===== config.mk =====
export PLATFORM = sky130hd
export DESIGN_NAME = ram_port_arbiter
export DESIGN_NICKNAME = d
export VERILOG_FILES = /design/src/rtl/ram_port_arbiter_pkg.sv /design/src/rtl/ram_port_arbiter_rr_arbiter.sv /design/src/rtl/ram_port_arbiter.sv
export SDC_FILE = /design/constraint.sdc
export NUM_CORES = 1
export LEC_CHECK = 0
export ABC_CLOCK_PERIOD_IN_PS = 1540
export CORE_UTILIZATION = 50
export CTS_CLUSTER_DIAMETER = 80
export CTS_CLUSTER_SIZE = 12
export DETAILED_ROUTE_END_ITERATION = 10
export DONT_BUFFER_PORTS = 1
export PLACE_DENSITY = 0.61
export SETUP_SLACK_MARGIN = 0.3
export SYNTH_ARGS = -nofsm -noshare
export SYNTH_HDL_FRONTEND = slang
export SYNTH_SLANG_ARGS = --single-unit

===== constraint.sdc =====
create_clock -name clk -period 1.54 [get_ports clk]
set_input_delay 0.077 -clock clk [delete_from_list [all_inputs] [get_ports clk]]
set_output_delay 0.077 -clock clk [all_outputs]
set_load 0.01 [all_outputs]

===== src/rtl/ram_port_arbiter_pkg.sv =====
// ============================================================================
// Package : ram_arb_pkg
// Brief   : Default sizing and shared helpers for the RAM port arbiter.
// Rev     : 1.0  initial release
// ============================================================================
`default_nettype none

package ram_arb_pkg;

  localparam int C_DEF_NUM_REQ    = 2;
  localparam int C_DEF_ADDR_WIDTH = 8;
  localparam int C_DEF_DATA_WIDTH = 16;

  function automatic int unsigned wrap_inc(input int unsigned idx, input int unsigned n);
    return (idx + 1 >= n) ? 0 : idx + 1;
  endfunction

endpackage

`default_nettype wire


===== src/rtl/ram_port_arbiter_rr_arbiter.sv =====
// ============================================================================
// Module : rr_arbiter
// Brief  : Round-robin arbiter; owns the priority pointer, one-hot grant out.
// Rev    : 1.0  initial release
// ============================================================================
`default_nettype none

module rr_arbiter
  import ram_arb_pkg::*;
#(
  parameter  int N  = 2,
  localparam int IW = $clog2(N)
) (
  input  logic          clk,
  input  logic          rst_n,
  input  logic [N-1:0]  i_req,
  output logic [N-1:0]  o_grant,
  output logic [IW-1:0] o_idx,
  output logic          o_any
);

  logic [IW-1:0] r_ptr;
  logic [IW:0]   w_pos;

  // Scan from the pointer upward, wrapping, and stop at the first requester.
  always_comb begin
    o_grant = '0;
    o_idx   = '0;
    o_any   = 1'b0;
    w_pos   = '0;
    for (int k = 0; k < N; k++) begin
      w_pos = {1'b0, r_ptr} + (IW+1)'(k);
      if (w_pos >= (IW+1)'(N)) w_pos = w_pos - (IW+1)'(N);
      if (!o_any && i_req[w_pos[IW-1:0]]) begin
        o_grant[w_pos[IW-1:0]] = 1'b1;
        o_idx                  = w_pos[IW-1:0];
        o_any                  = 1'b1;
      end
    end
  end

  always_ff @(posedge clk or negedge rst_n) begin
    if (!rst_n) begin
      r_ptr <= '0;
    end else if (o_any) begin
      r_ptr <= IW'(wrap_inc(32'(o_idx), N));
    end
  end

endmodule

`default_nettype wire


===== src/rtl/ram_port_arbiter.sv =====
// ============================================================================
// Module : ram_port_arbiter
// Brief  : Shares one single-port RAM among NUM_REQ requesters, round-robin,
//          with read data routed back to its requester two cycles after accept.
// Rev    : 1.0  initial release
// ============================================================================
`default_nettype none

module ram_port_arbiter
  import ram_arb_pkg::*;
#(
  parameter int NUM_REQ    = C_DEF_NUM_REQ,
  parameter int ADDR_WIDTH = C_DEF_ADDR_WIDTH,
  parameter int DATA_WIDTH = C_DEF_DATA_WIDTH
) (
  input  logic                          clk,
  input  logic                          rst_n,
  input  logic [NUM_REQ-1:0]            req_valid,
  output logic [NUM_REQ-1:0]            req_ready,
  input  logic [NUM_REQ-1:0]            req_we,
  input  logic [NUM_REQ*ADDR_WIDTH-1:0] req_addr,
  input  logic [NUM_REQ*DATA_WIDTH-1:0] req_wdata,
  output logic [NUM_REQ-1:0]            rsp_valid,
  output logic [DATA_WIDTH-1:0]         rsp_data,
  output logic                          ram_we,
  output logic [ADDR_WIDTH-1:0]         ram_addr,
  output logic [DATA_WIDTH-1:0]         ram_wdata,
  input  logic [DATA_WIDTH-1:0]         ram_rdata
);

  localparam int ID_WIDTH = $clog2(NUM_REQ);

  typedef struct packed {
    logic                  we;
    logic [ADDR_WIDTH-1:0] addr;
    logic [DATA_WIDTH-1:0] wdata;
  } req_t;

  typedef struct packed {
    logic                rd;
    logic [ID_WIDTH-1:0] id;
  } tag_t;

  req_t                  w_req [NUM_REQ];
  req_t                  w_sel;
  logic [NUM_REQ-1:0]    w_grant;
  logic [ID_WIDTH-1:0]   w_idx;
  logic                  w_any;

  logic                  r_ram_we;
  logic [ADDR_WIDTH-1:0] r_ram_addr;
  logic [DATA_WIDTH-1:0] r_ram_wdata;
  tag_t                  r_tag1;
  tag_t                  r_tag2;

  for (genvar gi = 0; gi < NUM_REQ; gi++) begin : g_unpack
    assign w_req[gi].we    = req_we[gi];
    assign w_req[gi].addr  = req_addr[gi*ADDR_WIDTH +: ADDR_WIDTH];
    assign w_req[gi].wdata = req_wdata[gi*DATA_WIDTH +: DATA_WIDTH];
  end

  rr_arbiter #(
    .N (NUM_REQ)
  ) u_rr_arbiter (
    .clk     (clk),
    .rst_n   (rst_n),
    .i_req   (req_valid),
    .o_grant (w_grant),
    .o_idx   (w_idx),
    .o_any   (w_any)
  );

  assign req_ready = w_grant;
  assign w_sel     = w_req[w_idx];

  // Address/data hold when idle so the RAM just repeats a harmless read.
  always_ff @(posedge clk or negedge rst_n) begin
    if (!rst_n) begin
      r_ram_we    <= 1'b0;
      r_ram_addr  <= '0;
      r_ram_wdata <= '0;
      r_tag1      <= '0;
      r_tag2      <= '0;
    end else begin
      r_ram_we <= w_any & w_sel.we;
      if (w_any) begin
        r_ram_addr  <= w_sel.addr;
        r_ram_wdata <= w_sel.wdata;
      end
      r_tag1.rd <= w_any & ~w_sel.we;
      r_tag1.id <= w_idx;
      r_tag2    <= r_tag1;
    end
  end

  // Stage 2 lines up with the RAM's registered read data.
  always_comb begin
    rsp_valid = '0;
    if (r_tag2.rd) rsp_valid[r_tag2.id] = 1'b1;
  end

  assign rsp_data  = ram_rdata;
  assign ram_we    = r_ram_we;
  assign ram_addr  = r_ram_addr;
  assign ram_wdata = r_ram_wdata;

endmodule

`default_nettype wire


==> results.sh <==
export IMPL_status="finished, violations left"
export IMPL_violations="negative hold slack"
export IMPL_synth_edf_count=0
export IMPL_syn_inst=165
export IMPL_grt_pass1_wl_um=6380
export IMPL_postCtsSetupRepairBufs=0
export IMPL_crit_path_end_kind="flip-flop"
export IMPL_ys_ff_latch=30
export IMPL_fp_row_count=22
export IMPL_crit_chain="nand2b_4, nand2_4, inv_6, a22o_1"
export IMPL_die_h_um=64.6
export IMPL_met3_usage_pct=6.34
export IMPL_hold_violations=1
export IMPL_wl_um=4340
export IMPL_synthTopCellsByCount="30 x dfrtp_1, 26 x inv_1, 20 x mux2_4, 20 x o22ai_2, 19 x a21oi_2"
export IMPL_viasPerCell=5.54
export IMPL_die_area_sq_mm=0.00417
export IMPL_worst_slew_pin_slew_ps=427
export IMPL_drive_gt1_share_pct=41.4
export IMPL_worstPathArrival_ps=1320
export IMPL_grt_max_degree=31
export IMPL_synth_distinct_cells=21
export IMPL_fin_nets=255
export IMPL_clock_latency_ps=270
export IMPL_clk_pin_slew_ps=60
export IMPL_r2r_start="u_rr_arbiter.r_ptr$_DFFE_PN0P_"
export IMPL_met2_usage_pct=38.7
export IMPL_drc=0
export IMPL_cts_root_buffer="clkbuf_8"
export IMPL_power_density_mw_per_mm2=940
export IMPL_hold_class="in2reg"
export IMPL_drt_iter0_drc=47
export IMPL_async_flop_share_pct=100
export IMPL_r2r_end="ram_we$_DFF_PN0_"
export IMPL_crit_type="reg2reg"
export IMPL_fmax_mhz=862
export IMPL_grt_overflow=0
export IMPL_ir_worst_vdd_mv=0.513
export IMPL_cts_tree="yes"
export IMPL_vias=1297
export IMPL_holdWs_ps=-2.58
export IMPL_finalSetupViolCount=0
export IMPL_yosys_warnings=0
export IMPL_grt_busiest_layer="met2"
export IMPL_antenna_cells=0
export IMPL_cp_start_kind="flip-flop"
export IMPL_antenna_found_initial=0
export IMPL_io_buffers=0
export IMPL_min_period_over_period_pct=75.3
export IMPL_multi_input_area_sq_um=882
export IMPL_cts_buffer_depth=2
export IMPL_seq_area_frac_synth_pct=38.3
export IMPL_avgSynthCellArea_sq_um=11.9
export IMPL_grt_usage_pct=20.7
export IMPL_drv_cap=0
export IMPL_fill_cells=304
export IMPL_synth_area_sq_mm=0.00196
export IMPL_cp_max_fo=26
export IMPL_hold_end="ram_addr[7]$_DFFE_PN0P_"
export IMPL_start_util_pct=52.7
export IMPL_crit_required_ps=1700
export IMPL_fin_skew_ps=3.27
export IMPL_pin_count=115
export IMPL_rsz0062_at_grt="false"
export IMPL_ant_nets=0
export IMPL_worstHoldStart="req_addr[7]"
export IMPL_place_congestion=0.676
export IMPL_drv_slew=0
export IMPL_gr_usage_met1_pct=21.0
export IMPL_drtPass1Iterations=4
export IMPL_cts_sinks=30
export IMPL_relSlewSlack_pct=71.4
export IMPL_die_width_um=64.6
export IMPL_cts_max_level=2
export IMPL_holdPathStages=2
export IMPL_reg2reg_depth=4
export IMPL_reg2reg_slack_ps=380
export IMPL_synth_most_common_cell="dfrtp_1"
export IMPL_cpMaxStageDelayCell="dfrtp_1"
export IMPL_synth_top_area_share_pct=38.3
export IMPL_dpl_hpwl_um=2610
export IMPL_core_sq_mm=0.00372
export IMPL_final_min_clock_period_ps=1160
export IMPL_synth_top_cells_by_area="dfrtp_1 38%, mux2_4 15%, o22ai_2 13%, a21oi_2 8.5%, buf_4 6.9%"
export IMPL_first_global_vias=1346
export IMPL_setup_tns_ps=0
export IMPL_syn_to_final_growth_pct=17.8
export IMPL_max_stage_delay_ps=390
export IMPL_cts_made_buffers=5
export IMPL_wl_per_cell_um=18.5
export IMPL_synth_top_area_cell="dfrtp_1"
export IMPL_seq_area_sq_um=751
export IMPL_p_leak_uw=0.00105
export IMPL_syn_num_nets=235
export IMPL_ys_flop_type="dfrtp_1"
-- layout make-up --
type | count | area share, %
well taps | 48 | 2.60
flip-flops and latches | 30 | 32.6
inverters | 27 | 4.61
multi-input cells | 81 | 38.3
clock inverters | 1 | 0.217
repair buffers | 40 | 18.0
clock buffers | 7 | 3.74
-- worst max path at each step --
stage                              startpoint                      end  slack (ps)
6_report       u_rr_arbiter.r_ptr$_DFFE_PN0P_         ram_we$_DFF_PN0_         380
5_1_grt        u_rr_arbiter.r_ptr$_DFFE_PN0P_         ram_we$_DFF_PN0_         330
4_1_cts        u_rr_arbiter.r_ptr$_DFFE_PN0P_         ram_we$_DFF_PN0_         340
3_5_place_dp   u_rr_arbiter.r_ptr$_DFFE_PN0P_         ram_we$_DFF_PN0_         350
3_3_place_gp   u_rr_arbiter.r_ptr$_DFFE_PN0P_         ram_we$_DFF_PN0_         370
2_1_floorplan  u_rr_arbiter.r_ptr$_DFFE_PN0P_  ram_addr[0]$_DFFE_PN0P_         440
-- repair_timing --
item | in CTS | in global routing
endpoints found under the setup margin | 0 | 6
hold buffers | 28 | 10
endpoints found under the hold margin | 57 | 22
resized for setup | 0 | 1
-- flip-flops by register name (all words and copies together), names as in the netlist --
| signal | flops |
|---|---|
| ram_addr | 8 |
| r_tag2 | 2 |
| ram_we | 1 |
| u_rr_arbiter.r_ptr | 1 |
| r_tag1 | 2 |
| ram_wdata | 16 |
-- power by group --
part / internal, uW / switching (uW) / total (uW)
sequential: 892 / 115 / 1010
combinational: 303 / 220 / 523
clock: 360 / 277 / 637
total: 1550 / 613 / 2170
-- metrics by stage --
step	std cells	utilization [%]	setup slack (ps)	total power, uW	instance area [sq um]
final	234	62.1	380	2170	2310
after global routing	234	62.1	331	2280	2310
after CTS	224	59.0	337	2150	2190
after detailed placement	188	48.8	348	1430	1810
after global placement	188	48.8	368	1410	1810
after floorplan	165	-	438	1460	1960
-- kinds of logic (layout without fill, tap and decap cells) --
logic type / count (synthesis) / in the layout / synth area share [%]
buffers and inverters: 54 / 75 / 16.6
AND/OR/NAND/NOR: 5 / 5 / 2.24
flip-flops: 30 / 30 / 38.3
multiplexers: 24 / 24 / 17.6
AO/OA/AOI/OAI: 52 / 52 / 25.2
-- per-layer routing --
metal  vias up  part of all wire [%]  wire length (um)
met5         -                     0                 0
met3        20                   7.2               311
li1        584                     -                 -
met4         0                   2.3                99
met2        62                    54              2320
met1       631                    37              1600
-- worst max-delay path: cells and delay by family, from the launching register on --
| family | cells | cell delay [ps] |
|---|---|---|
| DFF | 1 | 390 |
| and+or+nand+nor | 2 | 290 |
| buffers and inverters | 1 | 110 |
| AOI/OAI and AO/OA | 1 | 250 |
-- cells in the final DEF, fill, tap and decap left out --
cell type	Yosys	routed
a21boi_1	1	1
a21oi_1	5	5
a21oi_2	19	19
a22o_1	1	1
and2_1	1	1
buf_12	0	2
buf_4	18	2
clkbuf_1	0	1
clkbuf_8	0	6
clkinv_2	0	1
dfrtp_1	30	30
dlygate4sd3_1	0	36
inv_1	26	26
inv_6	0	1
mux2_2	4	4
mux2_4	20	20
nand2_4	1	1
nand2b_1	1	1
nand2b_4	1	1
nor2b_1	1	1
o21ai_0	2	2
o22ai_1	4	4
o22ai_2	20	20
(Power assumes the default switching activity.)
